===== src/rtl/ctrl_pkg.sv =====
// Shared types for the multicycle controller: FSM states, opcodes, ALU
// operation codes and ALU B-operand select values.
package ctrl_pkg;

   typedef enum logic [3:0] {
      FETCH    = 4'd0,
      DECODE   = 4'd1,
      MEM_ADDR = 4'd2,
      MEM_RD   = 4'd3,
      MEM_WR   = 4'd4,
      WB_MEM   = 4'd5,
      EXEC_R   = 4'd6,
      EXEC_I   = 4'd7,
      WB_ALU   = 4'd8,
      BRANCH   = 4'd9,
      ILLEGAL  = 4'd10
   } ctrl_state_e;

   localparam logic [6:0] OPC_LOAD   = 7'b0000011;
   localparam logic [6:0] OPC_STORE  = 7'b0100011;
   localparam logic [6:0] OPC_RTYPE  = 7'b0110011;
   localparam logic [6:0] OPC_ITYPE  = 7'b0010011;
   localparam logic [6:0] OPC_BRANCH = 7'b1100011;

   typedef enum logic [3:0] {
      ALU_ADD = 4'b0000,
      ALU_SUB = 4'b0001,
      ALU_AND = 4'b0010,
      ALU_OR  = 4'b0011,
      ALU_XOR = 4'b0100,
      ALU_SLT = 4'b0101,
      ALU_SLL = 4'b0110,
      ALU_SRL = 4'b0111
   } alu_op_e;

   typedef enum logic [1:0] {
      SRC_B_RS2  = 2'd0,
      SRC_B_IMM  = 2'd1,
      SRC_B_FOUR = 2'd2
   } alu_src_b_e;

endpackage


===== src/rtl/multicycle_ctrl_alu_op_decode.sv =====
// Maps funct3/funct7 to an ALU operation. funct7[5] turns ADD into SUB for
// register-register instructions only; immediates never subtract.
module alu_op_decode
   import ctrl_pkg::*;
(
   input  logic [2:0] funct3,
   input  logic       funct7_5,
   input  logic       is_rtype,
   output alu_op_e    alu_op
);

   always_comb begin
      alu_op = ALU_ADD;
      case (funct3)
         3'b000:  alu_op = (is_rtype && funct7_5) ? ALU_SUB : ALU_ADD;
         3'b001:  alu_op = ALU_SLL;
         3'b010:  alu_op = ALU_SLT;
         3'b011:  alu_op = ALU_SLT;   // unsigned compare folded onto SLT
         3'b100:  alu_op = ALU_XOR;
         3'b101:  alu_op = ALU_SRL;
         3'b110:  alu_op = ALU_OR;
         3'b111:  alu_op = ALU_AND;
         default: alu_op = ALU_ADD;
      endcase
   end

endmodule


===== src/rtl/multicycle_ctrl.sv =====
// Multicycle CPU control FSM (fetch/decode/memory/execute/writeback/branch).
// Define MCTRL_PERF_EN to add the cycle_cnt / instret_cnt performance counters.
module multicycle_ctrl
   import ctrl_pkg::*;
(
   input  logic        clk,
   input  logic        reset,
   input  logic [31:0] instr,
   input  logic        zero,
   input  logic        mem_ready,
   output logic        mem_req,
   output logic        mem_write,
   output logic        adr_src,
   output logic        ir_write,
   output logic        pc_write,
   output logic        reg_write,
   output logic        alu_src_a,
   output logic [1:0]  alu_src_b,
   output logic [3:0]  alu_op,
   output logic        mem_to_reg,
   output logic        trap,
   output logic [3:0]  state_dbg
`ifdef MCTRL_PERF_EN
   ,
   output logic [31:0] cycle_cnt,
   output logic [31:0] instret_cnt
`endif
);

   ctrl_state_e state_q, state_d;
   alu_op_e     dec_op;
   logic [6:0]  opcode;
   logic        unused_instr;

   assign opcode       = instr[6:0];
   assign unused_instr = ^{instr[31], instr[29:15], instr[11:7]};
   assign state_dbg    = state_q;

   alu_op_decode u_alu_op_decode (
      .funct3   (instr[14:12]),
      .funct7_5 (instr[30]),
      .is_rtype (state_q == EXEC_R),
      .alu_op   (dec_op)
   );

   always_ff @(posedge clk or posedge reset) begin
      if (reset) state_q <= FETCH;
      else       state_q <= state_d;
   end

   always_comb begin
      state_d    = state_q;
      mem_req    = 1'b0;
      mem_write  = 1'b0;
      adr_src    = 1'b0;
      ir_write   = 1'b0;
      pc_write   = 1'b0;
      reg_write  = 1'b0;
      alu_src_a  = 1'b0;
      alu_src_b  = SRC_B_RS2;
      alu_op     = ALU_ADD;
      mem_to_reg = 1'b0;
      trap       = 1'b0;
      case (state_q)
         FETCH: begin
            mem_req   = 1'b1;
            alu_src_b = SRC_B_FOUR;
            if (mem_ready) begin
               ir_write = 1'b1;
               pc_write = 1'b1;
               state_d  = DECODE;
            end
         end
         DECODE: begin
            case (opcode)
               OPC_LOAD, OPC_STORE: state_d = MEM_ADDR;
               OPC_RTYPE:           state_d = EXEC_R;
               OPC_ITYPE:           state_d = EXEC_I;
               OPC_BRANCH:          state_d = BRANCH;
               default:             state_d = ILLEGAL;
            endcase
         end
         MEM_ADDR: begin
            alu_src_a = 1'b1;
            alu_src_b = SRC_B_IMM;
            state_d   = (opcode == OPC_STORE) ? MEM_WR : MEM_RD;
         end
         MEM_RD: begin
            mem_req = 1'b1;
            adr_src = 1'b1;
            if (mem_ready) state_d = WB_MEM;
         end
         MEM_WR: begin
            mem_req   = 1'b1;
            mem_write = 1'b1;
            adr_src   = 1'b1;
            if (mem_ready) state_d = FETCH;
         end
         WB_MEM: begin
            reg_write  = 1'b1;
            mem_to_reg = 1'b1;
            state_d    = FETCH;
         end
         EXEC_R: begin
            alu_src_a = 1'b1;
            alu_src_b = SRC_B_RS2;
            alu_op    = dec_op;
            state_d   = WB_ALU;
         end
         EXEC_I: begin
            alu_src_a = 1'b1;
            alu_src_b = SRC_B_IMM;
            alu_op    = dec_op;
            state_d   = WB_ALU;
         end
         WB_ALU: begin
            reg_write = 1'b1;
            state_d   = FETCH;
         end
         BRANCH: begin
            alu_src_a = 1'b1;
            alu_src_b = SRC_B_RS2;
            alu_op    = ALU_SUB;
            pc_write  = zero;
            state_d   = FETCH;
         end
         ILLEGAL: begin
            trap = 1'b1;
         end
         default: state_d = FETCH;
      endcase
      // The fetch pulse is combinational on mem_ready; keep it quiet while held in reset.
      if (reset) begin
         ir_write = 1'b0;
         pc_write = 1'b0;
      end
   end

`ifdef MCTRL_PERF_EN
   logic [31:0] cycle_cnt_q, cycle_cnt_d;
   logic [31:0] instret_cnt_q, instret_cnt_d;

   always_comb begin
      cycle_cnt_d   = cycle_cnt_q + 32'd1;
      instret_cnt_d = instret_cnt_q;
      if (state_q != FETCH && state_d == FETCH) instret_cnt_d = instret_cnt_q + 32'd1;
   end

   always_ff @(posedge clk or posedge reset) begin
      if (reset) begin
         cycle_cnt_q   <= 32'd0;
         instret_cnt_q <= 32'd0;
      end else begin
         cycle_cnt_q   <= cycle_cnt_d;
         instret_cnt_q <= instret_cnt_d;
      end
   end

   assign cycle_cnt   = cycle_cnt_q;
   assign instret_cnt = instret_cnt_q;
`endif

endmodule


===== config.mk =====
export PLATFORM = sky130hd
export DESIGN_NAME = multicycle_ctrl
export DESIGN_NICKNAME = d
export VERILOG_FILES = /design/src/rtl/ctrl_pkg.sv /design/src/rtl/multicycle_ctrl_alu_op_decode.sv /design/src/rtl/multicycle_ctrl.sv
export SDC_FILE = /design/constraint.sdc
export NUM_CORES = 1
export LEC_CHECK = 0
export CORE_AREA = 2 2 49 51
export CTS_BUF_LIST = sky130_fd_sc_hd__clkbuf_8
export CTS_CLUSTER_DIAMETER = 150
export CTS_CLUSTER_SIZE = 12
export DETAILED_ROUTE_END_ITERATION = 8
export DIE_AREA = 0 0 51 53
export GPL_TIMING_DRIVEN = 0
export PLACE_DENSITY = 0.75
export SLEW_MARGIN = 20
export SYNTH_ARGS = -nofsm -noshare
export SYNTH_HDL_FRONTEND = slang
export SYNTH_SLANG_ARGS = --single-unit

===== constraint.sdc =====
create_clock -name clk -period 1.5 [get_ports clk]
set_clock_uncertainty 0.1 [all_clocks]
set_input_delay 0.375 -clock clk [delete_from_list [all_inputs] [get_ports clk]]
set_output_delay 0.375 -clock clk [all_outputs]
set_load 0.02 [all_outputs]

# Word-level counts from Yosys, hierarchy flattened
# Cells that the tools add are included.
# totals
ff_bits	4
input_bits	36
out_inout_bits	19
word_cells	61
# op_classes
n_eq_ne	25
muxes	22
bitwise_logic	1
n_reduce_logical	12
# op_table
op	count
one-hot mux 4 bit (7 select lines)	2
equality test 4 x 3 -> 1 bit (second input constant)	4
one-hot mux 4 bit (4 select lines)	1
equality test 7 x 6 -> 1 bit (second input constant)	2
equality test 3 bit (second input constant)	4
equality test 4 bit (second input constant)	3
two-way mux 1 bit	12
two-way mux 4 bit	3
OR reduction 2 bit	6
equality test 4 x 2 -> 1 bit (second input constant)	2
one-hot mux 4 bit (2 select lines)	1
equality test 7 x 2 -> 1 bit (second input constant)	1
equality test 7 x 5 -> 1 bit (second input constant)	1
equality test 7 bit (second input constant)	1
equality test 3 x 2 -> 1 bit (second input constant)	2
!= test 2 bit (second input constant)	3
equality test 4 x 1 -> 1 bit (second input constant)	1
zero test 4 bit	1
one-hot mux 2 bit (2 select lines)	1
AND reduction 4 bit	1
OR reduction 4 bit	1
equality test 3 x 1 -> 1 bit (second input constant)	1
zero test 3 bit	1
two-way mux 3 bit	1
4 further kinds	4

# Logic depth before layout (Yosys ltp)
# Gate-level depths: netlist of the first run.
# depth
ltp_word	5
mapped_depth	4
depth_no_buf	3

# By module
# Synthesis of the first run repeated with hierarchy kept, for this count alone.
# unflattened
hier_cells	85
area_unflattened_um2	633.1
# by_module_without_submodules
mod	instances	cells_per_inst	area_per_inst_um2	seq_area_each_um2
multicycle_ctrl	1	76	568.0	100.1
alu_op_decode	1	9	65.1	0.0

# Worst setup path after synthesis of the first run
# OpenSTA, ideal clock, no wires.
# synth_timing
path_kind	flip-flop to output port
start	register state_q[3], in the netlist state_dbg[3]
end	output port pc_write
arrival_ns	1.570
t_required_ns	1.025
path_slack_ns	-0.545
stages_incl_launch_ff	5
path_buffers	1
path_cell_list	dfrtp_1 buf_2 nor3b_1 a31oi_1 nor4_1
# synth_between
elab_chain_len	3
elab_cells_between_ends	4
classes_between	eq/ne: 1; mux: 2; reduce/logical: 1
# synth_rtl
element	line_no	text
start, declared	multicycle_ctrl.sv:30	ctrl_state_e state_q, state_d;
start signal, assigned	multicycle_ctrl.sv:48	else state_q <= state_d;
equality test 4 bit or zero test 4 bit (tied branches)	multicycle_ctrl.sv:64	case (state_q)
one-hot mux 1 bit (2 select lines) *	multicycle_ctrl.sv:64	
two-way mux 1 bit *	multicycle_ctrl.sv:133	if (reset) begin
end, declared	multicycle_ctrl.sv:15	output logic pc_write,
# Mark *: on every way between the ends. The rest lies on a longest branch, timed or not.

# Worst setup path in the final report of the first run
# layout_timing
start	register state_q[0], in the netlist state_dbg[0]
end	output port alu_src_b[0]
# layout_between
elab_chain_len	3
elab_cells_between_ends	5
classes_between	eq/ne: 2; mux: 1; reduce/logical: 2
# layout_rtl
element	line_no	text
equality test 4 x 3 -> 1 bit or equality test 4 x 2 -> 1 bit (tied branches)	multicycle_ctrl.sv:64	
OR reduction 2 bit (no line)	n/a	
one-hot mux 2 bit (2 select lines) *	multicycle_ctrl.sv:64	
end, declared	multicycle_ctrl.sv:18	output logic [1:0] alu_src_b,
# Marked as above.

==> summary.md, run 1 <==
| Metric | Value |
|---|---|
| CP Launch Type | register |
| Max-Cap Viols | 0 |
| Max FFs per register | 4 |
| Clock tree buffer depth | 2 |
| Hold Crit Class | in2async |
| RePlAce Congestion | 0.752 |
| Clk Tree Root Cell | clkbuf_8 |
| Std cell rows | 17 |
| Layout Nets | 163 |
| Critical Path RT | 1.02 ns |
| WP data arrival | 1.52 ns |
| Synth top cells by count | nor2_1, a21oi_1, nand2_1, dfrtp_1 |
| Via Count | 770 |
| Via density | 5.03 |
| Net Count, Synth | 108 |
| Slowest CP cell | dfrtp_2 |
| DR WL/cell | 15.0 um |
| Worst R2R End | state_dbg[2] |
| CP Cell Sequence | nor2b_2 > or3b_4 > a21oi_4 > buf_6 |
| Largest net degree at the start of global routing | 11 |
| Most used DFF post-synth | dfrtp_1 |
| Initial antenna violation count | 0 |
| Pre-antenna DRT Iters | 4 |
| Antenna Nets Post-Route | 0 |
| Leading post-synthesis cells by cell area | dfrtp_1, a21oi_1, nor2_1 |
| Synth top area share | 0.180 |
| Die width | 51 um |
| Number of clock sinks | 4 |
| Violated checks | setup timing |
| Initial Util | 0.259 |
| # IOs | 55 |
| Max H-tree Level | 1 |
| Util after Layout | 0.634 |
| R2r startpoint | state_dbg[0] |
| Maximum vdd drop | 900 uV |
| Grt ovf | 0 |
| Crit path to | alu_src_b[0] |
| Inserted Diodes | 0 |
| Slew Limit Fails | 0 |
| Fin. Hold Viols | 0 |
| Type of the worst setup path | reg2out |
| Vias in the first global route | 759 |
| Top cell type by total area after synthesis | dfrtp_1 |
| Post-layout min period | 2.00 ns |
| Fmax | 0.500 GHz |
| Die height | 53 um |
| Die area | 2700 um2 |
| Final worst-path setup slack | -0.498 ns |
| Post-synthesis register bit count | 4 |
| Pwr dens | 1960 nW/um2 |
| Asr flop ratio synth | 1.00 |
| Status | complete, but fails checks |
| Gr usage total | 0.176 |
| Post-synthesis cell count | 72 |
| Total CTS buffers | 3 |
| Port Buffers | 32 |
| Fillers | 185 |
| Hold buffers post-CTS | 0 |
| Drt total wl | 2300 um |
| Leakage | 0.000557 uW |
| Number of enable flip-flop cells after synthesis | 0 |
| Core Area | 2150 um2 |
| DR iter-0 viols | 5 |
| Seq/Total Area, Yosys | 0.180 |
| P&R area growth vs syn | 144% |
| Clk_lat worst skew | 0.22 ns |
| Post-synth design cell area | 557 um2 |
| TritonCTS clock tree | done |
| Post-synth cell types | 37 |
| Clock Pin Slew Worst Setup and Hold Paths | 0.03 ns |
| FF-to-FF setup slack | 0.04 ns |
| Worst-path maximum fanout | 5 |
| Crit end category | output port |
| RSZ-0062 raised after global routing | yes |
| Worst Setup SP | state_dbg[0] |
| Setup_tns | -5.19 ns |
| CP max stage delay | 0.43 ns |
| Period utilization | 1.33 |
| Worst r2r path cells | 5 |
| Pre-CTS setup slack | -1.14 ns |
| HPWL Detailed | 1400 um |
| Most frequent cell after synthesis | nor2_1 |
| DR DRC count | 0 |
| Count of final setup violators | 14 |
| Layout cells sized above 1 | 0.664 |
| Global-route wire length before repair | 3460 um |
| Yosys warns | 0 |
| Mean post-synth cell area | 7.73 um2 |
## cell type report
| class | count | area, um2 | area share |
|---|---|---|---|
| Clock buffer | 3 | 41.3 | 0.0303 |
| Multi-Input combinational cell | 60 | 647 | 0.475 |
| Tap cell | 28 | 35.0 | 0.0257 |
| Sequential cell | 4 | 105 | 0.0772 |
| Timing Repair Buffer | 50 | 460 | 0.338 |
| Buffer | 5 | 57.6 | 0.0423 |
| Inverter | 3 | 15.0 | 0.0110 |
## what timing repair did
item | in CTS | in global routing
gates resized for setup | 117 | 15
hold endpoints to repair | 0 | 0
pin swaps | 7 | 8
setup endpoints to repair | 20 | 17
buffers inserted | 12 | 6
## cells by family (layout without fill, tap and decap cells)
family	Yosys count	in the layout	share of synthesized area
compound gates	19	19	0.240
xor+xnor	1	1	0.0157
flops	4	4	0.180
simple gates	38	38	0.465
buf+inv	8	61	0.0741
mux	1	1	0.0180
other cells	1	1	0.00674
## how the worst min path moves through the flow
stage / start / endpoint / cells after the start
after global placement: reset / state_dbg[2] / 2
after detailed placement: reset / state_dbg[0] / 2
after floorplan: reset / state_dbg[0] / 1
final: reset / state_dbg[0] / 2
after CTS: reset / state_dbg[0] / 2
after global routing: reset / state_dbg[0] / 2
## through the flow
stage	cell area [um2]	hold WS, ns	power (uW)	cells
finish	1360	0.344	2670	153
detailed placement	1080	0.574	1870	132
global placement	1080	0.573	1860	132
floorplan	722	0.0497	1330	72
global route	1360	0.389	2810	153
CTS	1270	0.343	2420	147
## cell usage in the layout (no fill, tap or decap), types with 2 or more instances in the layout
master           count
buf_2                2
o21ai_1              2
a31oi_1              2
buf_4               18
nor2_4               3
nor2_2               3
nor3_4               2
buf_6               17
dfrtp_2              4
a21oi_1              3
nor2_1               2
nor4bb_4             2
dlygate4sd2_1       10
inv_1                2
clkdlybuf4s50_1      2
clkbuf_8             3
nand2_4              2
a21oi_4              3
clkdlybuf4s15_1      3
nand2_2              2
## metal layers
metal / share of wire / GRT usage
met5: 0 / 0
met4: 0.028 / 0.108
met3: 0.054 / 0.0282
met2: 0.52 / 0.307
met1: 0.39 / 0.201
## report_power, final
group,leakage [uW],switching [uW],internal (uW)
combinational,0.000491,1090,1080
sequential,0.0000450,92.8,168
clock,0.0000216,63.0,172
total,0.000557,1250,1420
## critical path, delay by kind of cell (launching register included)
| kind | cells | cell delay, ns |
|---|---|---|
| buffers and inverters | 1 | 0.13 |
| AO/OA/AOI/OAI | 1 | 0.13 |
| AND/OR/NAND/NOR | 2 | 0.61 |
| flip-flops | 1 | 0.43 |
(Power assumes the default switching activity.)
==> run 2, diff against run 1 <==
Settings changed: ABC_AREA set to 1, CAP_MARGIN set to 20, CORE_AREA 2 2 49 51 to 2 2 48 50, DIE_AREA 0 0 51 53 to 0 0 50 52.
==> run 2 against run 1 <==
  * The run still ends with setup timing left
  * Critical path depth is 2 higher
  * Die area decreased by 3.8%
  * Combinational power decreased by 97%
  * Synthesized cell count increased by 39%
  * Critical endpoint is now pc_write
  * Largest cell class unchanged
==> summary.md, run 2 <==
| Metric | Value |
|---|---|
| Fmax | 0.544 GHz (+8.7%) |
| Clock tree buffer depth | 2 (unchanged) |
| Yosys warns | 0 (unchanged) |
| Leakage | 0.000647 uW (+16%) |
| Pre-antenna DRT Iters | 2 (-2) |
| Net Count, Synth | 136 (+26%) |
| Period utilization | 1.23 (-0.107) |
| Seq/Total Area, Yosys | 0.196 (+0.0158) |
| DR WL/cell | 11.4 um (-24%) |
| Max FFs per register | 4 (unchanged) |
| Number of clock sinks | 4 (unchanged) |
| Final worst-path setup slack | -0.338 ns (+0.160 ns) |
| Synth top cells by count | nand2_1, inv_1, nor2_1, nand3_1 |
| Std cell rows | 17 (unchanged) |
| Slew Limit Fails | 0 (unchanged) |
| R2r startpoint | state_dbg[2] |
| Clk Tree Root Cell | clkbuf_8 |
| Setup_tns | -3.67 ns (+1.52 ns) |
| Drt total wl | 1990 um (-13%) |
| Count of final setup violators | 15 (+1) |
| Routed wl met2 | 1150 um (-4.2%) |
| Crit end category | output port |
| Initial Util | 0.243 (-0.0162) |
| Final Total Pwr | 405 uW (-85%) |
| Most used DFF post-synth | dfrtp_1 |
| Inserted Diodes | 0 (unchanged) |
| Synth top area share | 0.242 (+0.0623) |
| RePlAce Congestion | 0.868 (+15%) |
| Clock Pin Slew Worst Setup and Hold Paths | 0.03 ns (about the same) |
| Pwr dens | 333 nW/um2 (-83%) |
| Violated checks | setup timing |
| Die area | 2600 um2 (-3.8%) |
| TritonCTS clock tree | done |
| Fin. Hold Viols | 0 (unchanged) |
| Most frequent cells in the layout | nand2_1, buf_6, inv_2 |
| Status | complete, but fails checks |
| FF-to-FF setup slack | 0.06 ns (+0.02 ns) |
| DR iter-0 viols | 5 (unchanged) |
| # IOs | 55 (unchanged) |
| Post-synth cell types | 17 (-54%) |
| DR DRC count | 0 (unchanged) |
| Gr usage total | 0.151 (-0.0253) |
| Highest routed layer | met4 |
| Most frequent cell after synthesis | nand2_1 |
| CP Launch Type | register |
| Worst r2r path cells | 8 (+3) |
| Worst-path maximum fanout | 5 (unchanged) |
| Initial antenna violation count | 0 (unchanged) |
| Via density | 4.46 (-11%) |
| RSZ-0062 raised after global routing | yes |
| Asr flop ratio synth | 1.00 (unchanged) |
| Global-route wire length before repair | 3080 um (-11%) |
| Clk_lat worst skew | 0.21 ns (about the same) |
| Type of the worst setup path | reg2out |
| WP data arrival | 1.36 ns (-0.16 ns) |
| Leading post-synthesis cells by cell area | nand2_1, dfrtp_1, inv_1 |
| Max-Cap Viols | 0 (unchanged) |
| Most common cell after layout, fill and taps aside | nand2_1 |
| Die width | 50 um (-2.0%) |
| Total CTS buffers | 3 (unchanged) |
| Post-synth design cell area | 512 um2 (-8.1%) |
| Wire length on met1 | 753 um (-17%) |
| Layout Nets | 185 (+13%) |
| Critical Path RT | 1.02 ns (about the same) |
| Fillers | 188 (+1.6%) |
| Hold Crit Class | in2async |
| Post-layout min period | 1.84 ns (-0.160 ns) |
| Max H-tree Level | 1 (unchanged) |
| Maximum vdd drop | 336 uV (-63%) |
| HPWL Detailed | 1350 um (-3.7%) |
| P&R area growth vs syn | 138% |
| Via Count | 781 (+1.4%) |
| Port Buffers | 32 (unchanged) |
| Worst R2R End | state_dbg[0] |
| Core Area | 2110 um2 (-2.0%) |
| Post-synthesis register bit count | 4 (unchanged) |
| Routed wl met3 | 61 um (-51%) |
| Hold buffers post-CTS | 0 (unchanged) |
| Post-synthesis cell count | 100 (+39%) |
| Grt ovf | 0 (unchanged) |
| Die height | 52 um (-1.9%) |
| Number of enable flip-flop cells after synthesis | 0 (unchanged) |
| Largest net degree at the start of global routing | 7 (-4) |
| Top cell type by total area after synthesis | nand2_1 |
| Vias in the first global route | 794 (+4.6%) |
| Mean post-synth cell area | 5.12 um2 (-34%) |
| Layout cells sized above 1 | 0.551 (-0.113) |
| Antenna Nets Post-Route | 0 (unchanged) |
==> run 2: how the worst max path moves through the flow <==
stage,from,to,slack (ns),cells past startpoint
after floorplan,state_dbg[2],pc_write,-0.07,5
after global placement,instr[12],alu_op[0],-0.87,7
after detailed placement,instr[12],alu_op[0],-0.90,7
after CTS,state_dbg[3],alu_op[0],-0.32,8
after global routing,state_dbg[2],pc_write,-0.41,6
final,state_dbg[2],pc_write,-0.34,6
==> run 2: layer usage <==
metal | vias up | track usage
met5 | - | 0
met4 | 0 | 0.0463
met3 | 4 | 0.0287
met2 | 22 | 0.318
met1 | 353 | 0.143
li1 | 402 | -
==> run 2: kinds of logic (layout without fill, tap and decap cells) <==
family | count (synthesis) | after routing | synth area share
AO/OA/AOI/OAI | 11 | 11 | 0.122
other | 1 | 1 | 0.00733
AND/OR/NAND/NOR | 60 | 60 | 0.491
buffers and inverters | 24 | 71 | 0.183
flip-flops | 4 | 4 | 0.196
==> run 2: area by class of cell <==
class | count | area, um2 | share of cell area
clock buffer | 3 | 41.3 | 0.0340
sequential | 4 | 105 | 0.0864
tap | 28 | 35.0 | 0.0288
multi-input combinational | 72 | 492 | 0.404
inverter | 23 | 96.3 | 0.0792
buffer | 1 | 7.51 | 0.00617
timing repair buffer | 44 | 439 | 0.361
==> run 2: per-stage QoR <==
| step | setup WS, ns | utilization | std cells | hold slack, ns | area (um2) |
|---|---|---|---|---|---|
| 2_1_floorplan | -0.0734 | - | 100 | 0.0411 | 576 |
| 3_3_place_gp | -0.869 | 0.442 | 160 | 0.532 | 931 |
| 3_5_place_dp | -0.899 | 0.442 | 160 | 0.534 | 931 |
| 4_1_cts | -0.318 | 0.519 | 170 | 0.414 | 1090 |
| 5_1_grt | -0.413 | 0.578 | 175 | 0.442 | 1220 |
| 6_report | -0.338 | 0.578 | 175 | 0.416 | 1220 |
==> run 2: critical path, stage by stage, from the launching register on <==
cell and delay, ns:
dfrtp_2 0.48, nor2_4 0.16, inv_2 0.06, nor2_4 0.11
nand2_2 0.07, a21oi_4 0.14, buf_6 0.13
==> run 2: report_power, final <==
group | internal, uW | switching (uW)
Sequential | 109 | 0
Combinational | 37.4 | 35.8
Clock | 171 | 52.7
==> run 2: repair_timing <==
item	4_1_cts	5_1_grt
pin swaps	15	12
buffers inserted	7	6
gates resized for setup	112	28
endpoints found under the setup margin	19	17
==> run 3, diff against run 2 <==
Settings changed: ABC_AREA 1 to 0, CORE_AREA 2 2 48 50 to 2 2 49 51, DIE_AREA 0 0 50 52 to 0 0 51 53.
==> results of run 3 <==
No change in the layout: final DEF, timing and power equal those of run 1.
